`config.mk`:
```
export PLATFORM = sky130hd
export DESIGN_NAME = rf_wb_arbiter_flat
export DESIGN_NICKNAME = d
export VERILOG_FILES = /design/src/rtl/rf_wb_arbiter_if.sv /design/src/rtl/rf_wb_arbiter.sv /design/src/flat_wrapper.sv
export SDC_FILE = /design/constraint.sdc
export NUM_CORES = 1
export LEC_CHECK = 0
export CAP_MARGIN = 20
export CORE_AREA = 3 3 153 155
export DETAILED_ROUTE_END_ITERATION = 10
export DIE_AREA = 0 0 156 158
export GPL_TIMING_DRIVEN = 0
export SLEW_MARGIN = 20
export SYNTH_ARGS = -nofsm -noshare
export SYNTH_HDL_FRONTEND = slang
export SYNTH_SLANG_ARGS = --single-unit
```
`constraint.sdc`:
```
create_clock -name clk_i -period 3.7 [get_ports clk_i]
set_input_delay 0.37 -clock clk_i [delete_from_list [all_inputs] [get_ports clk_i]]
set_output_delay 0.37 -clock clk_i [all_outputs]
set_load 0.005 [all_outputs]
```
`src/rtl/rf_wb_arbiter_if.sv`:
```
// Writeback request/response bundle between the two requesters, the arbiter and reg_file.
// The slave modport is the arbiter's view; the master modport drives requests and observes writes.
interface rf_wb_arbiter_if #(
  parameter int DATA_W = 32,
  parameter int ADDR_W = 5
);
  logic              a_valid;
  logic              a_ready;
  logic [ADDR_W-1:0] a_rd;
  logic [DATA_W-1:0] a_data;
  logic              l_valid;
  logic              l_ready;
  logic [ADDR_W-1:0] l_rd;
  logic [DATA_W-1:0] l_data;
  logic              reg_write;
  logic [ADDR_W-1:0] rd;
  logic [DATA_W-1:0] write_data;
  logic              busy;

  modport slave (
    input  a_valid, a_rd, a_data, l_valid, l_rd, l_data,
    output a_ready, l_ready, reg_write, rd, write_data, busy
  );

  modport master (
    output a_valid, a_rd, a_data, l_valid, l_rd, l_data,
    input  a_ready, l_ready, reg_write, rd, write_data, busy
  );
endinterface

```
`src/rtl/rf_wb_arbiter.sv`:
```
// Shares the register file's single write port between the ALU (A) and load (L) writeback
// paths: one small FIFO per requester, round-robin drain into registered write outputs.
module rf_wb_arbiter #(
  parameter int DATA_W = 32,
  parameter int ADDR_W = 5,
  parameter int DEPTH  = 2
) (
  input  logic           clk_i,
  input  logic           rst_ni,
  rf_wb_arbiter_if.slave wb
);
  localparam int PTR_W = $clog2(DEPTH);
  localparam int CNT_W = $clog2(DEPTH + 1);
  localparam int PA    = 0;
  localparam int PL    = 1;

  typedef enum logic {
    GRANT_A = 1'b0,
    GRANT_L = 1'b1
  } grant_e;

  logic [1:0]        in_valid;
  logic [1:0]        ready;
  logic [1:0]        push;
  logic [1:0]        pop;
  logic [1:0]        nonempty;
  logic [ADDR_W-1:0] in_rd     [2];
  logic [DATA_W-1:0] in_data   [2];
  logic [ADDR_W-1:0] head_rd   [2];
  logic [DATA_W-1:0] head_data [2];

  assign in_valid    = {wb.l_valid, wb.a_valid};
  assign in_rd[PA]   = wb.a_rd;
  assign in_rd[PL]   = wb.l_rd;
  assign in_data[PA] = wb.a_data;
  assign in_data[PL] = wb.l_data;

  genvar gi;
  generate
    for (gi = 0; gi < 2; gi++) begin : g_fifo
      logic [ADDR_W-1:0] mem_rd   [DEPTH];
      logic [DATA_W-1:0] mem_data [DEPTH];
      logic [PTR_W-1:0]  wr_ptr_q, wr_ptr_d;
      logic [PTR_W-1:0]  rd_ptr_q, rd_ptr_d;
      logic [CNT_W-1:0]  count_q, count_d;

      // Ready depends on the registered count only, so a full FIFO refuses a push
      // even in the cycle it is being popped.
      assign ready[gi]    = (count_q != CNT_W'(DEPTH));
      assign nonempty[gi] = (count_q != '0);
      assign push[gi]     = in_valid[gi] & ready[gi];

      always_comb begin
        wr_ptr_d = wr_ptr_q;
        rd_ptr_d = rd_ptr_q;
        count_d  = count_q;
        if (push[gi]) wr_ptr_d = wr_ptr_q + 1'b1;
        if (pop[gi])  rd_ptr_d = rd_ptr_q + 1'b1;
        if (push[gi] && !pop[gi]) count_d = count_q + 1'b1;
        if (!push[gi] && pop[gi]) count_d = count_q - 1'b1;
      end

      always_ff @(posedge clk_i or negedge rst_ni) begin
        if (!rst_ni) begin
          wr_ptr_q <= '0;
          rd_ptr_q <= '0;
          count_q  <= '0;
        end else begin
          wr_ptr_q <= wr_ptr_d;
          rd_ptr_q <= rd_ptr_d;
          count_q  <= count_d;
        end
      end

      always_ff @(posedge clk_i) begin
        if (push[gi]) begin
          mem_rd[wr_ptr_q]   <= in_rd[gi];
          mem_data[wr_ptr_q] <= in_data[gi];
        end
      end

      assign head_rd[gi]   = mem_rd[rd_ptr_q];
      assign head_data[gi] = mem_data[rd_ptr_q];
    end
  endgenerate

  grant_e            last_grant_q, last_grant_d;
  logic              reg_write_q, reg_write_d;
  logic [ADDR_W-1:0] rd_q, rd_d;
  logic [DATA_W-1:0] write_data_q, write_data_d;
  logic [ADDR_W-1:0] win_rd;
  logic [DATA_W-1:0] win_data;

  // When both FIFOs hold data, the port that did not win last time goes first.
  always_comb begin
    pop          = '0;
    last_grant_d = last_grant_q;
    if (nonempty[PA] && (!nonempty[PL] || last_grant_q == GRANT_L)) begin
      pop[PA]      = 1'b1;
      last_grant_d = GRANT_A;
    end else if (nonempty[PL]) begin
      pop[PL]      = 1'b1;
      last_grant_d = GRANT_L;
    end
  end

  assign win_rd   = pop[PL] ? head_rd[PL]   : head_rd[PA];
  assign win_data = pop[PL] ? head_data[PL] : head_data[PA];

  // Entries aimed at x0 are drained but never raise the write enable.
  always_comb begin
    reg_write_d  = 1'b0;
    rd_d         = rd_q;
    write_data_d = write_data_q;
    if (|pop) begin
      reg_write_d  = (win_rd != '0);
      rd_d         = win_rd;
      write_data_d = win_data;
    end
  end

  always_ff @(posedge clk_i or negedge rst_ni) begin
    if (!rst_ni) begin
      last_grant_q <= GRANT_L;
      reg_write_q  <= 1'b0;
      rd_q         <= '0;
      write_data_q <= '0;
    end else begin
      last_grant_q <= last_grant_d;
      reg_write_q  <= reg_write_d;
      rd_q         <= rd_d;
      write_data_q <= write_data_d;
    end
  end

  assign wb.a_ready    = ready[PA];
  assign wb.l_ready    = ready[PL];
  assign wb.reg_write  = reg_write_q;
  assign wb.rd         = rd_q;
  assign wb.write_data = write_data_q;
  assign wb.busy       = nonempty[PA] | nonempty[PL] | reg_write_q;
endmodule

```
`src/flat_wrapper.sv`:
```
// flat-port wrapper written by rule: the top's interface ports become plain ports
module rf_wb_arbiter_flat 
#(
  parameter int DATA_W = 32,
  parameter int ADDR_W = 5,
  parameter int DEPTH  = 2
)
  (clk_i, rst_ni, wb_a_valid, wb_a_rd, wb_a_data, wb_l_valid, wb_l_rd, wb_l_data, wb_a_ready, wb_l_ready, wb_reg_write, wb_rd, wb_write_data, wb_busy);
  rf_wb_arbiter_if #(.DATA_W(DATA_W), .ADDR_W(ADDR_W)) wb_i ();
  input  logic clk_i;
  input  logic rst_ni;
  input wire logic [$bits(wb_i.a_valid)-1:0] wb_a_valid;
  input wire logic [$bits(wb_i.a_rd)-1:0] wb_a_rd;
  input wire logic [$bits(wb_i.a_data)-1:0] wb_a_data;
  input wire logic [$bits(wb_i.l_valid)-1:0] wb_l_valid;
  input wire logic [$bits(wb_i.l_rd)-1:0] wb_l_rd;
  input wire logic [$bits(wb_i.l_data)-1:0] wb_l_data;
  output wire logic [$bits(wb_i.a_ready)-1:0] wb_a_ready;
  output wire logic [$bits(wb_i.l_ready)-1:0] wb_l_ready;
  output wire logic [$bits(wb_i.reg_write)-1:0] wb_reg_write;
  output wire logic [$bits(wb_i.rd)-1:0] wb_rd;
  output wire logic [$bits(wb_i.write_data)-1:0] wb_write_data;
  output wire logic [$bits(wb_i.busy)-1:0] wb_busy;
  assign wb_i.a_valid = wb_a_valid;
  assign wb_i.a_rd = wb_a_rd;
  assign wb_i.a_data = wb_a_data;
  assign wb_i.l_valid = wb_l_valid;
  assign wb_i.l_rd = wb_l_rd;
  assign wb_i.l_data = wb_l_data;
  assign wb_a_ready = wb_i.a_ready;
  assign wb_l_ready = wb_i.l_ready;
  assign wb_reg_write = wb_i.reg_write;
  assign wb_rd = wb_i.rd;
  assign wb_write_data = wb_i.write_data;
  assign wb_busy = wb_i.busy;
  rf_wb_arbiter #(.DATA_W(DATA_W), .ADDR_W(ADDR_W), .DEPTH(DEPTH)) u_core (.clk_i(clk_i), .rst_ni(rst_ni), .wb(wb_i));
endmodule
```
==> summary.md, run 1 <==
| Metric | Value |
|---|---|
| Most used DFF post-synth | `edfxtp_1` |
| Layout area overhead | `29.2%` |
| TritonCTS clock tree | `built` |
| Routed length per instance | `~19 um` |
| Routed length on met1 | `between 7000 and 8000 um` |
| Startpoint Class | `register` |
| Worst skew pair latency | `roughly 420 ps` |
| Finished Core Util | `roughly 45%` |
| Routed via count | `4091` |
| Leakage power | `about 3.7 nW` |
| Crit path max fanout | `10` |
| Detailed Place HPWL | `11700 um` |
| Period minus WS final | `approximately 2500 ps` |
| Arr. time, crit path | `2170 ps` |
| Post-synth cell types | `27` |
| I/O pins | `119` |
| Setup violators final | `0` |
| Cells after DPL | `848` |
| Postcts setup bufs | `0` |
| CTS H-tree depth | `4` |
| Vias per std cell | `4.65` |
| Vias in the first global route | `between 4000 and 5000` |
| GRT overflow | `0` |
| Wire length on met2 | `8180 um` |
| Fillcell total | `approximately 1900` |
| Yosys reg bits | `~200` |
| Slew @ Worst Pin | `725 ps` |
| Detail Route Antenna Nets | `0` |
| Maximum clock path buffer count | `2` |
| Initial Util | `between 30% and 40%` |
| Max Used Layer | `met5` |
| CTS Root Cell | `clkbuf_16` |
| Cell count after synthesis | `roughly 440` |
| Ys async rst share | `24.1%` |
| Pwr Density | `roughly 830 nW/um2` |
| Status | `finished clean` |
| First-pass GRT wire length | `about 25000 um` |
| Storage cell area | `between 5000 and 6000 um2` |
| Die W | `156 um` |
| Drt first pass iters | `4` |
| Initial antenna violation count | `2` |
| Final worst path period share | `between 60% and 70%` |
| Max Fclk | `~390 MHz` |
| Post-DP Area | `9390 um2` |
| Max-cap viol count | `0` |
| Post-synthesis sequential area ratio | `around three quarters` |
| Post-Syn Area | `7680 um2` |
| Clock Skew | `11.0 ps` |
| Die Ht | `158 um` |
| Cts bufs inserted | `17` |
| Pin count of the biggest net entering global routing | `between 40 and 50` |
| Slowest stage cell, crit path | `nor4_4` |
| Setup crit end kind | `output port` |
| Std-Cell Rows | `54` |
| Die area | `24600 um2` |
| Cell accounting for the most synthesized area | `edfxtp_1` |
| Finished Cell Area | `9930 um2` |
| Slew HR | `between 50% and 60%` |
| Layout cells sized above 1 | `17.5%` |
| Routed wl met3 | `~710 um` |
| Synth warnings | `0` |
| Post-synth top cells | `148 x edfxtp_1, 73 x mux2i_1, 46 x dfrtp_1, 41 x nand2_1, 34 x mux2_4` |
| IO Port Bufs | `approximately 120` |
| Synth top area cells | `edfxtp_1 58%, dfrtp_1 15%, mux2i_1 9.5%` |
| Worst Path Required | `about 3300 ps` |
| DR iter-0 viols | `around 140` |
| Post-route DRC | `0` |
| Fin. Hold Viols | `0` |
| Final GP Congestion | `0.780` |
| Maximum vdd drop | `~320 uV` |
| Fin. max-slew vios | `0` |
| Worst path cell trace | `nor4_4 -> buf_4 -> nand2b_1 -> clkdlybuf4s50_1` |
| CP peak stage delay | `around 480 ps` |
| Mean post-synth cell area | `approximately 17 um2` |
| Unrepaired setup endpoints after global routing | `no` |
| Non-filler instance count after layout | `between 800 and 900` |
| Diodes inserted | `0` |
| Worst Hold Class | `register to register` |
| Top-count cell post-synth | `edfxtp_1` |
| Routed WL | `16600 um` |
| Syn Nets | `about 520` |
| Gr usage total | `13.9%` |
| Top cell type's share of synthesized area | `57.8%` |
| Critical path class | `register to output port` |
| Reg clk slew, reported paths | `roughly 60 ps` |
| TritonCTS Sinks | `195` |
| Final nets | `about 670` |
| CORE AREA | `22000 um2` |
| Number of flops mapped to enable cells by yosys | `roughly 150` |
| Multi-input logic area | `slightly below 2000 um2` |
| Hold WS | `~480 ps` |
-- placed cells by master (no fill, tap or decap), drive strengths merged, types with 2 or more instances in the layout --
master,synthesis,layout
edfxtp,148,148
xnor2,8,8
and3,2,2
xor2,2,2
dfrtp,46,46
clkdlybuf4s50,0,117
nand2,41,41
nor4,3,3
nand2b,3,3
clkinv,0,3
clkinvlp,0,4
nor2,7,7
o21ai,39,39
buf,19,26
mux2i,73,73
inv,2,3
nor3,2,2
ha,2,2
clkbuf,4,27
mux2,39,39
-- final timing paths --
| path | startpoint | end | slack, ps | cells past startpoint |
|---|---|---|---|---|
| hold reg to reg | u_core.wb.rd[1]$_DFFE_PN0P_ | u_core.wb.rd[1]$_DFFE_PN0P_ | 480 | 2 |
| min in group asynchronous | rst_ni | u_core.wb.rd[2]$_DFFE_PN0P_ | 540 | 2 |
| hold / removal | u_core.wb.rd[1]$_DFFE_PN0P_ | u_core.wb.rd[1]$_DFFE_PN0P_ | 480 | 2 |
| setup / recovery | u_core.g_fifo[0].count_q[0]$_DFFE_PN0P_ | wb_busy | 1160 | 4 |
| max in group asynchronous | rst_ni | u_core.wb.write_data[18]$_DFFE_PN0P_ | 2710 | 2 |
| setup reg to reg | u_core.g_fifo[0].count_q[0]$_DFFE_PN0P_ | u_core.g_fifo[0].mem_data[0][1]$_DFFE_PP_ | 1700 | 5 |
-- per-stage QoR --
stage / setup slack, ps / setup TNS (ps) / power, mW
3_3_place_gp: -557 / -36890 / 6.51
6_report: 1160 / 0 / 8.28
4_1_cts: 1090 / 0 / 8.43
3_5_place_dp: 1530 / 0 / 6.75
2_1_floorplan: 935 / 0 / 5.43
5_1_grt: 1010 / 0 / 8.77
-- cells by family after synthesis --
logic type               synth area share, %
AO/OA/AOI/OAI                           3.01
multiplexers                            16.9
AND/OR/NAND/NOR                         3.44
adder cells (fa/ha/maj)                0.326
XOR/XNOR                                1.14
flip-flops                              73.2
buffers and inverters                   2.04
-- registers in the layout, summed over array words and instances (netlist names) --
name and flops:
u_core.g_fifo.count_q 4, u_core.g_fifo.mem_data 128, u_core.g_fifo.mem_rd 20, u_core.g_fifo.rd_ptr_q 2, u_core.g_fifo.wr_ptr_q 2, u_core.last_grant_q 1, u_core.wb.rd 5, u_core.wb.reg_write 1
u_core.wb.write_data 32
-- critical path: cells and delay by family, from the launching register on --
kind | cells | cell delay [ps]
simple gates | 2 | 550
flops | 1 | 470
buf+inv | 2 | 730
-- final cells by class --
| cell class | instances | share of cell area [%] |
|---|---|---|
| repair buffers | 125 | 13.6 |
| well taps | 280 | 3.53 |
| flip-flops and latches | 195 | 56.6 |
| plain buffers | 23 | 1.50 |
| inverters | 2 | 0.0756 |
| multi-input cells | 224 | 19.4 |
| clock inverters | 8 | 0.542 |
| clock buffers | 23 | 4.81 |
-- report_power, final --
part / internal [mW] / leakage, nW / switching (mW)
combinational: 1.77 / 1.55 / 1.48
sequential: 3.09 / 1.92 / 0.277
clock: 0.909 / 0.251 / 0.755
total: 5.77 / 3.72 / 2.51
-- repair_timing --
item / 4_1_cts / 5_1_grt
hold buffers: 1 / 0
gates resized for setup: 0 / 0
hold endpoints to repair: 15 / 0
-- routing by layer --
layer,GRT usage [%],up-vias
met2,22.8,98
met3,3.39,19
met4,4.33,4
met5,0,-
met1,18.2,2028
li1,-,1942
Note: power is estimated with default switching activity, not from simulation.
==> inputs of run 2 (changes only) <==
==> constraint.sdc (replaced) <==
create_clock -name clk_i -period 2.1 [get_ports clk_i]
set_input_delay 0.21 -clock clk_i [delete_from_list [all_inputs] [get_ports clk_i]]
set_output_delay 0.21 -clock clk_i [all_outputs]
set_load 0.005 [all_outputs]
==> summary.md, run 2 (same netlist as run 1, synthesis figures left out) <==
| Metric | Value |
|---|---|
| Status | `finished clean` |
| CTS Root Cell | `clkbuf_16` |
| Die area | `24600 um2` |
| Final nets | `670` |
| Final worst path period share | `a little over nine tenths` |
| Commonest non-fill, non-tap cell in the layout | `edfxtp_1` |
| Die Ht | `~160 um` |
| TritonCTS Sinks | `about 200` |
| Cts bufs inserted | `17` |
| Slew @ Worst Pin | `between 600 and 700 ps` |
| Detail Route Antenna Nets | `0` |
| First-pass GRT wire length | `approximately 25000 um` |
| Post-route DRC | `0` |
| CP peak stage delay | `~470 ps` |
| Final GP Congestion | `about 0.74` |
| Crit path max fanout | `6` |
| Worst skew pair latency | `between 400 and 500 ps` |
| CP bufs+invs | `2` |
| Maximum clock path buffer count | `2` |
| Setup crit end kind | `output port` |
| Vias per std cell | `4.65` |
| Clock Skew | `between 8 and 9 ps` |
| DR iter-0 viols | `~250` |
| Finished Core Util | `45.5%` |
| Gr usage total | `between 10% and 20%` |
| Post-DP Area | `9330 um2` |
| Initial Util | `a little over a third` |
| Worst path cell trace | `nor4_4 -> buf_6 -> nand2b_1 -> dlygate4sd2_1` |
| IO Port Bufs | `118` |
| Die W | `~160 um` |
| Routed length per instance | `18.9 um` |
| Vias in the first global route | `between 4000 and 5000` |
| Layout cells sized above 1 | `between 15 and 20%` |
| Initial antenna violation count | `0` |
| GRT overflow | `0` |
| Reg clk slew, reported paths | `around 70 ps` |
| Pwr Density | `about 1500 nW/um2` |
| Period minus WS final | `between 1500 and 2000 ps` |
| Max reg flops | `about 130` |
| I/O pins | `around 120` |
| Fin. max-slew vios | `0` |
| Routed WL | `16700 um` |
| Maximum vdd drop | `approximately 530 uV` |
| Max-cap viol count | `0` |
| Pin count of the biggest net entering global routing | `48` |
| Layout area overhead | `29.9%` |
| Drt first pass iters | `4` |
| Fillcell total | `1913` |
| Std-Cell Rows | `54` |
| Routed via count | `4108` |
| Arr. time, crit path | `1780 ps` |
| Pwr Total | `between 10 and 15 mW` |
| Diodes inserted | `0` |
| Slowest stage cell, crit path | `dfrtp_2` |
| Fin. Hold Viols | `0` |
| CTS H-tree depth | `4` |
| Leakage power | `~3.7 nW` |
| TritonCTS clock tree | `built` |
| Setup violators final | `0` |
| Slew HR | `between 50% and 60%` |
| Internal reg-to-reg setup slack | `~170 ps` |
| Delay-heaviest family, CP | `flip-flops` |
| Detailed Place HPWL | `11300 um` |
| Worst Path Required | `between 1500 and 2000 ps` |
| Worst Hold Class | `input port to asynchronous set/reset pin` |
| Unrepaired setup endpoints after global routing | `no` |
| CORE AREA | `22000 um2` |
| Most frequent cells in the layout | `148 x edfxtp_1, 116 x clkdlybuf4s50_1, 73 x mux2i_1` |
| Top reg by flops | `u_core.g_fifo.mem_data` |
| Max Fclk | `roughly 500 MHz` |
| Finished Cell Area | `between 9000 and 10000 um2` |
| Startpoint Class | `register` |
| Critical path class | `register to output port` |
## run 2: final cells by class
class	count	area (um2)	area share, %
Inverter	2	7.51	0.0752
Sequential cell	195	5620	56.3
Timing Repair Buffer	127	1340	13.4
Multi-Input combinational cell	224	1930	19.3
Clock buffer	18	429	4.30
Tap cell	280	350	3.51
Buffer	23	155	1.55
Clock inverter	14	150	1.50
## run 2: final timing paths
path,startpoint,to,depth (start not counted)
max in group asynchronous,rst_ni,u_core.g_fifo[1].count_q[1]$_DFFE_PN0P_,2
worst min-delay path,rst_ni,u_core.wb.rd[1]$_DFFE_PN0P_,2
worst min register to register,u_core.wb.rd[4]$_DFFE_PN0P_,u_core.wb.rd[4]$_DFFE_PN0P_,2
min in group clk_i,wb_a_data[0],u_core.g_fifo[0].mem_data[0][0]$_DFFE_PP_,1
worst max register to register,u_core.g_fifo[1].count_q[1]$_DFFE_PN0P_,u_core.wb.rd[4]$_DFFE_PN0P_,4
worst max-delay path,u_core.g_fifo[1].count_q[1]$_DFFE_PN0P_,wb_busy,4
## run 2: power breakdown
| group | internal [mW] | leakage (nW) | switching, mW |
|---|---|---|---|
| Clock | 1.77 | 0.275 | 1.42 |
| Sequential | 5.45 | 1.92 | 0.513 |
| Combinational | 3.11 | 1.55 | 2.61 |
## run 2: worst reg2reg max path, delay by kind of cell (launching register included)
| family | cells | cell delay (ps) |
|---|---|---|
| flip-flops | 1 | 470 |
| AND/OR/NAND/NOR | 1 | 420 |
| AO/OA/AOI/OAI | 1 | 180 |
| buffers and inverters | 2 | 720 |
## run 2: per-stage QoR
stage,std cells,setup TNS [ps],setup slack (ps),hold slack [ps]
detailed placement,846,0,79.8,306
CTS,881,0,2.51,344
floorplan,444,0,81.1,-85.6
global route,883,0,23.4,349
finish,883,0,108,369
global placement,842,-88320,-800,463
## run 2: timing repair
item | in CTS | in global routing
endpoints found under the hold margin | 46 | 0
setup endpoints to repair | 2 | 44
hold buffers | 1 | 0
setup buffers | 2 | 2
gates resized for setup | 3 | 2
pin swaps | 1 | 3
## run 2: routing by layer
layer	vias to the layer above	wire length (um)	track usage, %
met3	16	590	3.12
met2	87	8610	23.8
met1	2058	7290	17.4
met4	0	161	3.99
met5	-	0	0
li1	1947	-	-
==> RTL change 1: new RTL, config.mk and constraints of run 1 <==
`ADDR_W` is set to 5 in 3 places; all go to 4.
--- a/src/rtl/rf_wb_arbiter_if.sv
+++ b/src/rtl/rf_wb_arbiter_if.sv
@@ -3,5 +3,5 @@
 interface rf_wb_arbiter_if #(
   parameter int DATA_W = 32,
-  parameter int ADDR_W = 5
+  parameter int ADDR_W = 4
 );
   logic              a_valid;
--- a/src/rtl/rf_wb_arbiter.sv
+++ b/src/rtl/rf_wb_arbiter.sv
@@ -3,5 +3,5 @@
 module rf_wb_arbiter #(
   parameter int DATA_W = 32,
-  parameter int ADDR_W = 5,
+  parameter int ADDR_W = 4,
   parameter int DEPTH  = 2
 ) (
--- a/src/flat_wrapper.sv
+++ b/src/flat_wrapper.sv
@@ -3,5 +3,5 @@
 #(
   parameter int DATA_W = 32,
-  parameter int ADDR_W = 5,
+  parameter int ADDR_W = 4,
   parameter int DEPTH  = 2
 )
Interface: changed (resized wb_a_rd, wb_l_rd and wb_rd); port bits go from 119 to 116. The function was not compared with the original's and may differ.
==> RTL change 1 against run 1 <==
- wire length about the same
- sequential cell count decreased by 5
- critical path type unchanged
- combinational power decreased by 8.6%
- non-clock buffer count increased by 2
- worst setup slack got worse by 0.25 ns
- final area decreased by 3.3%
- total power decreased by 2.7%
- synthesized area decreased by 4.1%
- sequential power decreased by 2%
- synthesized cell count decreased by 0.68%
==> RTL change 1: results <==
outcome:
  status: "finished, final reports clean"
routing:
  vias_per_cell: 4.85
  drtPass1Iterations: 4
  wirelength_microns: 16600
  drt_iter0_markers: 280
sta:
  skew_ns: 0.00839
  tightest_slew_ns: 0.916
  finalHoldWorstSlack_ns: 0.473
worst_hold_path:
  hp-class: "in2async"
cells_and_area:
  largest_register_ffs: 128
  drive_above_1_share: 0.0976
  fin_nets: 659
  regMostFlops: "u_core.g_fifo.mem_data"
placement:
  gp_congestion: 0.764
  dp_hpwl_microns: 11600
  io_buffer_count: 115
pwr:
  power_leakage_nw: 3.58
  ir_drop_mv: 0.400
synth:
  synth_nets: 519
  yosys-top-cells-area: "edfxtp_1, dfrtp_1, mux2i_1"
  synth.distinct_cells: 29
  synth_common_cells: "edfxtp_1, mux2i_1, dfrtp_1"
  async_flop_share: 0.242
  ys_seq_area_frac: 0.743
  synth-edff-count: 144
clock_tree:
  insertion_delay_ns: 0.42
  cts_max_path_buffers: 2
  cts_buffers: 17
  clkTransAtPathRegs_ns: 0.07
grt:
  grt_use_total: 0.137
  antenna_found_initial: 1
  grt_pass1_wl_microns: 25100
  grt_max_degree: 27
  grt_pass1_vias: 4414
setup_path:
  r2r_slack_ns: 1.61
  critPathLaunch: "u_core.g_fifo[0].count_q[0]"
  cp.arrival_ns: 2.42
[RTL change 1: cell count changes after synthesis, sizes merged, moves of 2 or more]
cell / before / now
or2: 0 / 3
o21ai: 39 / 1
a22o: 0 / 2
nand3: 0 / 36
o221a: 0 / 36
mux2: 39 / 0
clkbuf: 4 / 11
edfxtp: 148 / 144
[RTL change 1: final timing paths]
check / to / cells after the start
max in group asynchronous: u_core.last_grant_q / 3
min in group clk_i: u_core.g_fifo[1].mem_data[1][25] / 1
setup reg to reg: u_core.g_fifo[1].count_q[1] / 7
hold / removal: u_core.wb.write_data[3] / 2
setup / recovery: wb_busy / 5
hold reg to reg: u_core.g_fifo[0].count_q[1] / 1
[RTL change 1: cells by family after synthesis]
kind of cell	share of synthesized area
compound gates	0.0609
buf+inv	0.0253
fa+ha+maj	0.00339
mux	0.0978
flops	0.743
xor+xnor	0.0119
simple gates	0.0579
[RTL change 1: critical path: stages, from the launching register on]
cell and delay, ns:
dfrtp_1 0.44, or4_1 0.57, buf_6 0.19, buf_6 0.15
or2_1 0.20, clkdlybuf4s50_1 0.45
[RTL change 1: layout make-up]
| cell class | instances | area [sq um] |
|---|---|---|
| plain buffers | 29 | 179 |
| clock buffers | 19 | 433 |
| clock inverters | 13 | 139 |
| fillers | 1920 | 12400 |
| inverters | 2 | 7.51 |
| multi-input cells | 220 | 1730 |
| flip-flops and latches | 190 | 5480 |
| well taps | 280 | 350 |
| repair buffers | 121 | 1290 |
[RTL change 1: repair_timing]
item | CTS | global route
endpoints found under the hold margin | 20 | 0
hold buffers | 1 | 0
endpoints found under the setup margin | 0 | 0
[RTL change 1: through the flow]
stage	instances	cell area, sq um	setup WS (ns)	TNS (ns)
floorplan	441	7370	1.06	0
finish	874	9600	0.910	0
global placement	836	8870	-0.439	-22.24
detailed placement	841	9020	1.35	0
CTS	874	9600	0.882	0
global route	874	9600	0.794	0
[RTL change 1: routing by layer]
layer  GRT usage  up-vias  share of wire
met5           0        -        0.00078
met1       0.182     2115           0.45
li1            -     1984              -
met3      0.0331       20          0.054
met2       0.224      121           0.48
met4      0.0442        2          0.013
[RTL change 1: power by group]
group / switching (mW) / total [mW] / internal, mW
Sequential: 0.288 / 3.31 / 3.02
Combinational: 1.50 / 2.96 / 1.46
Clock: 0.791 / 1.79 / 1.00
Total: 2.58 / 8.05 / 5.48
==> RTL change 2: new RTL, config.mk and constraints of run 1 <==
Made on the original files. `write_data_q` no longer has a reset.
--- a/src/rtl/rf_wb_arbiter.sv
+++ b/src/rtl/rf_wb_arbiter.sv
@@ -125,11 +125,13 @@
       reg_write_q  <= 1'b0;
       rd_q         <= '0;
-      write_data_q <= '0;
     end else begin
       last_grant_q <= last_grant_d;
       reg_write_q  <= reg_write_d;
       rd_q         <= rd_d;
-      write_data_q <= write_data_d;
     end
+  end
+
+  always_ff @(posedge clk_i) begin
+    write_data_q <= write_data_d;
   end
 
Behaviour: differs if rst_ni is asserted again (counterexample within 4 cycles, from zero or initial values and one cycle with rst_ni low); with rst_ni held inactive, the same outputs for 10 cycles.
==> RTL change 2 against run 1 <==
- final area is 2.5% lower
- sequential cell count stayed put
- wire length is 7.8% lower
- fmax is 5.6% higher
- global-route usage is 1.1 points lower
- total power is 1.2% lower
- synthesized area is 3.7% lower
- worst setup slack better by 0.14 ns
- critical endpoint unchanged
- largest power group unchanged
==> RTL change 2: results <==
routing:
  dr_total_vias: 3998
  vias_per_cell: 4.69
  wl_per_cell_microns: 18.0
  drt_iter0_markers: 128
pwr:
  ir_drop_mv: 0.334
  power_leakage_nw: 3.30
  power.internal_mw: 5.66
synth:
  avgSynthCellArea_sq_um: 17.7
  synth_nets: 498
  synth.distinct_cells: 39
  synth_common_cells: "edfxtp_1, a21oi_1, mux2i_1"
  synth-edff-count: 180
  yosys-top-cells-area: "edfxtp_1, mux2i_1, dfrtp_1"
  async_flop_share: 0.0769
  ys_seq_area_frac: 0.781
placement:
  gp_congestion: 0.768
  dp.cells: 821
  place_ws_ns: 1.55
  dp_hpwl_microns: 10900
setup_path:
  r2r_cells: 4
  reg2reg_to: "u_core.g_fifo[0].mem_data[0][10]"
  cpPeakStageDelay_ns: 0.45
  cp.arrival_ns: 2.04
cells_and_area:
  nFillCells: 1931
  drive_above_1_share: 0.120
grt:
  grt_use_total: 0.127
  antenna_found_initial: 0
  grt_max_degree: 22
  grt_pass1_wl_microns: 23200
  grt_pass1_vias: 4277
worst_hold_path:
  hp-class: "in2async"
sta:
  relSlewSlack: 0.499
outcome:
  status: "finished, final reports clean"
## RTL change 2: worst max path at each step
stage                                      startpoint                                to  slack [ns]  depth (start not counted)
final                     u_core.g_fifo[1].count_q[0]                           wb_busy        1.29                          5
after global routing      u_core.g_fifo[1].count_q[0]                           wb_busy        1.18                          5
after detailed placement                   wb_a_valid  u_core.g_fifo[0].mem_data[0][10]        1.55                          4
after floorplan           u_core.g_fifo[0].count_q[0]   u_core.g_fifo[0].mem_data[0][0]        0.90                          3
after global placement                     wb_a_valid  u_core.g_fifo[0].mem_data[0][10]       -0.52                          3
after CTS                 u_core.g_fifo[1].count_q[0]                           wb_busy        1.26                          5
## RTL change 2: routing by layer
layer | GRT usage | routed length, microns
met1 | 0.156 | 6630
met2 | 0.220 | 7790
met3 | 0.0358 | 698
met4 | 0.0383 | 199
met5 | 0 | 0
## RTL change 2: metrics by stage
stage          area (sq um)   util  hold WS, ns
2_1_floorplan          7400      -       0.0744
3_3_place_gp           8930  0.407        0.473
3_5_place_dp           9070  0.413        0.475
4_1_cts                9680  0.441        0.409
5_1_grt                9680  0.441        0.437
6_report               9680  0.441        0.386
## RTL change 2: cell type report
cell class | instances | share of cell area
repair buffers | 123 | 0.135
plain buffers | 22 | 0.0178
inverters | 3 | 0.00142
multi-input cells | 198 | 0.150
flip-flops and latches | 195 | 0.597
clock inverters | 14 | 0.0181
well taps | 280 | 0.0362
clock buffers | 18 | 0.0443
## RTL change 2: logic make-up (layout without fill, tap and decap cells)
family / Yosys count / after routing / share of synthesized area
flops: 195 / 195 / 0.781
compound gates: 83 / 83 / 0.0717
simple gates: 63 / 63 / 0.0521
mux: 40 / 40 / 0.0548
buf+inv: 25 / 180 / 0.0252
xor+xnor: 10 / 10 / 0.0118
fa+ha+maj: 2 / 2 / 0.00338
## RTL change 2: power by group through the flow
stage               combinational [mW]  sequential (mW)  clock (mW)
floorplan                         1.62             3.52           0
global placement                  2.71             3.55           0
detailed placement                2.90             3.54           0
CTS                               2.91             3.50        1.91
global route                      3.11             3.56        1.99
finish                            2.83             3.49        1.87
## RTL change 2: worst register-to-register path, cell delays in order (launching register included)
cell and delay, ns:
dfrtp_1 0.55, nand2b_1 0.21, nand2_1 0.15, nor2_4 0.52
buf_12 0.26
